<file path="src/rtl/mem_access_arb.sv">
// mem_access_arb
//   Two-port round-robin arbiter in front of a single-ported data memory.
//   One transaction in flight at a time: IDLE (grant) -> ISSUE (strobe)
//   -> RESP (ack), so the sustained rate is one access every three cycles.
//
// Ports
//   clk, rst            system clock, asynchronous active-high reset
//   if_req/if_addr      fetch read request (level, held until if_ack)
//   if_ack/if_rdata     fetch completion pulse and read data (held)
//   d_req/d_we/d_addr/d_wdata  data request (read or write)
//   d_ack/d_rdata       data completion pulse and read data (held)
//   mem_read/mem_write  memory strobes, never both high
//   mem_addr/mem_data_in memory address and write data
//   mem_data_out        memory read data, valid after a read cycle
//   busy                high whenever a transaction is in progress
module mem_access_arb #(
    parameter int ADDR_W = 5,
    parameter int DATA_W = 8
) (
    input  logic              clk,
    input  logic              rst,
    input  logic              if_req,
    input  logic [ADDR_W-1:0] if_addr,
    output logic              if_ack,
    output logic [DATA_W-1:0] if_rdata,
    input  logic              d_req,
    input  logic              d_we,
    input  logic [ADDR_W-1:0] d_addr,
    input  logic [DATA_W-1:0] d_wdata,
    output logic              d_ack,
    output logic [DATA_W-1:0] d_rdata,
    output logic              mem_read,
    output logic              mem_write,
    output logic [ADDR_W-1:0] mem_addr,
    output logic [DATA_W-1:0] mem_data_in,
    input  logic [DATA_W-1:0] mem_data_out,
    output logic              busy
);

    typedef enum logic [1:0] {IDLE, ISSUE, RESP} state_t;

    state_t            state, state_nxt;
    logic              last_grant;   // 1 = fetch won the previous grant
    logic              cur_fetch;    // owner of the transaction in flight
    logic              cur_we;
    logic [DATA_W-1:0] if_rdata_q;
    logic [DATA_W-1:0] d_rdata_q;
    logic              any_req;
    logic              grant_fetch;

    // Fetch wins if it is alone, or on a tie when data was granted last.
    always_comb begin
        any_req     = if_req | d_req;
        grant_fetch = if_req & (~d_req | ~last_grant);
    end

    always_ff @(posedge clk or posedge rst) begin
        if (rst) state <= IDLE;
        else     state <= state_nxt;
    end

    always_comb begin
        state_nxt = state;
        case (state)
            IDLE:    if (any_req) state_nxt = ISSUE;
            ISSUE:   state_nxt = RESP;
            RESP:    state_nxt = IDLE;
            default: state_nxt = IDLE;
        endcase
    end

    // Memory-side registers: loaded at grant, strobes dropped after ISSUE.
    always_ff @(posedge clk or posedge rst) begin
        if (rst) begin
            mem_read    <= 1'b0;
            mem_write   <= 1'b0;
            mem_addr    <= '0;
            mem_data_in <= '0;
            cur_fetch   <= 1'b0;
            cur_we      <= 1'b0;
            last_grant  <= 1'b0;
        end else begin
            case (state)
                IDLE: begin
                    if (any_req) begin
                        cur_fetch  <= grant_fetch;
                        last_grant <= grant_fetch;
                        if (grant_fetch) begin
                            cur_we      <= 1'b0;
                            mem_read    <= 1'b1;
                            mem_write   <= 1'b0;
                            mem_addr    <= if_addr;
                            mem_data_in <= '0;
                        end else begin
                            cur_we      <= d_we;
                            mem_read    <= ~d_we;
                            mem_write   <= d_we;
                            mem_addr    <= d_addr;
                            mem_data_in <= d_wdata;
                        end
                    end
                end
                ISSUE: begin
                    mem_read  <= 1'b0;
                    mem_write <= 1'b0;
                end
                default: begin
                    mem_read  <= 1'b0;
                    mem_write <= 1'b0;
                end
            endcase
        end
    end

    // Read data is passed straight through during RESP and captured as
    // RESP ends, so the requester sees it in its ack cycle and afterwards.
    always_ff @(posedge clk or posedge rst) begin
        if (rst) begin
            if_rdata_q <= '0;
            d_rdata_q  <= '0;
        end else if (state == RESP && !cur_we) begin
            if (cur_fetch) if_rdata_q <= mem_data_out;
            else           d_rdata_q  <= mem_data_out;
        end
    end

    always_comb begin
        if_ack   = (state == RESP) &  cur_fetch;
        d_ack    = (state == RESP) & ~cur_fetch;
        if_rdata = (if_ack && !cur_we) ? mem_data_out : if_rdata_q;
        d_rdata  = (d_ack  && !cur_we) ? mem_data_out : d_rdata_q;
        busy     = (state != IDLE);
    end

endmodule

</file>
<file path="config.mk">
export PLATFORM = sky130hd
export DESIGN_NAME = mem_access_arb
export DESIGN_NICKNAME = d
export VERILOG_FILES = /design/src/rtl/mem_access_arb.sv
export SDC_FILE = /design/constraint.sdc
export NUM_CORES = 1
export LEC_CHECK = 0
export ABC_AREA = 0
export BUFFER_PORTS_ARGS = -buffer_cell sky130_fd_sc_hd__buf_2
export CELL_PAD_IN_SITES_DETAIL_PLACEMENT = 0
export CELL_PAD_IN_SITES_GLOBAL_PLACEMENT = 1
export CORE_UTILIZATION = 38
export DETAILED_ROUTE_END_ITERATION = 8
export PLACE_DENSITY_LB_ADDON = 0.1
export SYNTH_ARGS = -nofsm -noshare
export SYNTH_HDL_FRONTEND = slang
export SYNTH_SLANG_ARGS = --single-unit
</file>
<file path="constraint.sdc">
create_clock -name clk -period 2 [get_ports clk]
set_input_delay 0.5 -clock clk [delete_from_list [all_inputs] [get_ports clk]]
set_output_delay 0.5 -clock clk [all_outputs]
set_load 0.1 [all_outputs]
</file>
==> flow_summary.toml <==
[global_routing]
grt_pass1_wl_um = 5547
grt_max_degree = 36
grt_pass1_vias = 1257
grt-ovfl-total = 0
antenna_found_initial = 0
grt_use_total_pct = 16.45

[finish]
drive_gt1_share_pct = 62.87
final_cell_area_sq_um = 2549
antennaDiodeCount = 0
finalNetCount = 232
area_growth_pct = 50.55

[route]
drt-total-wl_um = 3576
vias = 1248
viasPerCell = 4.952
wl_per_cell_um = 14.19
drtAntennaViolNets = 0
first_pass_iters = 4
drtIter0Drc = 25
drc = 0

[critical_path]
crit_path_max_fanout = 12
rr_startpoint = "state[0]"
worstSetupPathType = "flip-flop to primary output"
ff2ff_path_depth = 6
critPathLaunch = "state[0]"
start_kind = "flip-flop"
rrSetupSlack_ps = 340
end_kind = "primary output"
r2r_end = "if_rdata_q[7]"
cp.arrival_ps = 1820
crit_end = "if_rdata[5]"
critPathRequiredTime_ps = 1500

[synthesis]
synth_xor_area_share_pct = 0
seq_area_frac_synth_pct = 51.74
synth_area_sq_um = 1693
synth-edff-count = 0
syn_nets = 151
synth_top_family_by_area = "multiplexers"
synth_ff_type = "dfrtp_1"
synthArstFlopShare_pct = 100.0
synth_cell_types = 27
synth_area_leaders = "dfrtp_1 (52%), mux2_2 (9.3%), mux2_4 (8.9%)"
synth_top_area_share_pct = 51.74
muxShareOfSynthArea_pct = 27.05
ys_warn_count = 0
synth_fa_ha_area_share_pct = 0
netlist_instances = 120
synth_top_area_cell = "dfrtp_1"
synth-simple-area-share_pct = 6.504
ys_seq_elements = 35
syn_area_per_cell_sq_um = 14.11
synth_compound_gate_area_share_pct = 10.27

[clock_network]
cts_tree = "yes"
clk-insertion-delay-late_ps = 280
cts_sinks = 35
cts_buffer_depth = 2
cts_resized = 0
path_clk_slew_ps = 70
cts_buffers = 5
clockRootBuffer = "clkbuf_8"
htree_levels = 2

[floorplanning]
core_sq_um = 4144
die_y_um = 68.75
die_w_um = 68.75
rows = 23
ioPinCount = 65
dieArea_sq_um = 4726
initial_core_util_pct = 40.85

[sta]
setup_viol = 16
hold_viol = 0
tightest_slew_ps = 487.1
min_period_ps = 2323
fmax_mhz = 430.4
fin_crit_sh_pct = 116.2
fin_tns_setup_ps = -4271
rsz0062_at_grt = "yes"
skew_ps = 7.029
setup_ws_ps = -323.3
slew_violations = 0
max_slew_margin_pct = 67.34

[placed_design]
place_congestion = 0.7611
portBuffers = 64
dp_hpwl_um = 2622
placed_cell_area_sq_um = 2396

[min_path]
min_path_type = "input port to asynchronous set/reset pin"

[run_status]
failed_checks = "negative setup slack"
status = "finished, violations left"

[job]
max-cap-violations = 0
[stage by stage]
stage,hold slack (ps),cells,worst slack (ps),util (%)
detailed placement,486.3,237,-44.23,57.82
global route,362.2,252,-362.7,61.50
CTS,310.7,251,-323.1,61.32
finish,291.5,252,-323.3,61.50
floorplan,458.3,120,-334.7,-
global placement,474.1,237,2.302,57.82
[synth_stat cells, types with 2 or more instances]
cell     number
mux2_2       14
inv_1         2
buf_6         3
a22o_1        9
mux2i_1       6
buf_2         2
nor2_1        3
dfrtp_1      35
mux2_4       10
a21oi_1      12
mux2_1        8
[worst min-delay path by stage]
stage,to,cells after the start,from
floorplan,d_rdata_q[1],1,d_rdata_q[1]
global placement,d_rdata_q[1],1,d_rdata_q[1]
detailed placement,mem_data_in[7],1,mem_data_in[7]
CTS,mem_addr[2],3,rst
global route,cur_fetch,3,rst
finish,mem_read,3,rst
[routing by layer]
| layer | global-route usage (%) | vias to the layer above | part of all wire [%] |
|---|---|---|---|
| li1 | - | 598 | - |
| met1 | 19.88 | 608 | 42 |
| met2 | 27.70 | 35 | 51 |
| met3 | 3.783 | 7 | 5.8 |
| met4 | 7.653 | 0 | 1.4 |
| met5 | 0 | - | 0 |
[sequential cells by signal, indices dropped and copies added (netlist names)]
register and cells:
state 2, d_rdata_q 8, mem_read 1, if_rdata_q 8
cur_we 1, mem_addr 5, mem_data_in 8, mem_write 1
cur_fetch 1
[logic make-up (layout without fill, tap and decap cells)]
kind of cell,after synthesis,count (layout)
AOI/OAI and AO/OA,25,25
buffers and inverters,9,91
DFF,35,35
muxes,38,38
and+or+nand+nor,13,13
[cell type report]
type,instances,area (sq um)
Multi-Input combinational cell,76,778.2
Timing Repair Buffer,80,720.7
Inverter,3,11.26
Sequential cell,35,875.8
Fill cell,348,1595
Tap cell,50,62.56
Clock buffer,8,100.1
[worst max-delay path: stages (launching register included)]
cell,delay (ps)
dfrtp_1,400
and3b_4,320
nor2b_4,160
buf_12,160
mux2_4,320
buf_12,170
[cells in the final DEF, fill, tap and decap left out, drive strengths merged, types with 2 or more instances in the layout]
cell type   n
a22o        9
nor2        4
inv         3
nor2b       2
buf        80
clkbuf      8
mux2i       6
mux2       32
dfrtp      35
a21oi      12
[repair_timing]
| item | in CTS | in global routing |
|---|---|---|
| hold buffers | 0 | 0 |
| setup endpoints to repair | 16 | 16 |
| pin swaps | 0 | 0 |
| buffers inserted | 6 | 1 |
Power is left out: the tool's default activity adds up to more than one toggle a clock period on the data nets, which glitch-free logic cannot reach.
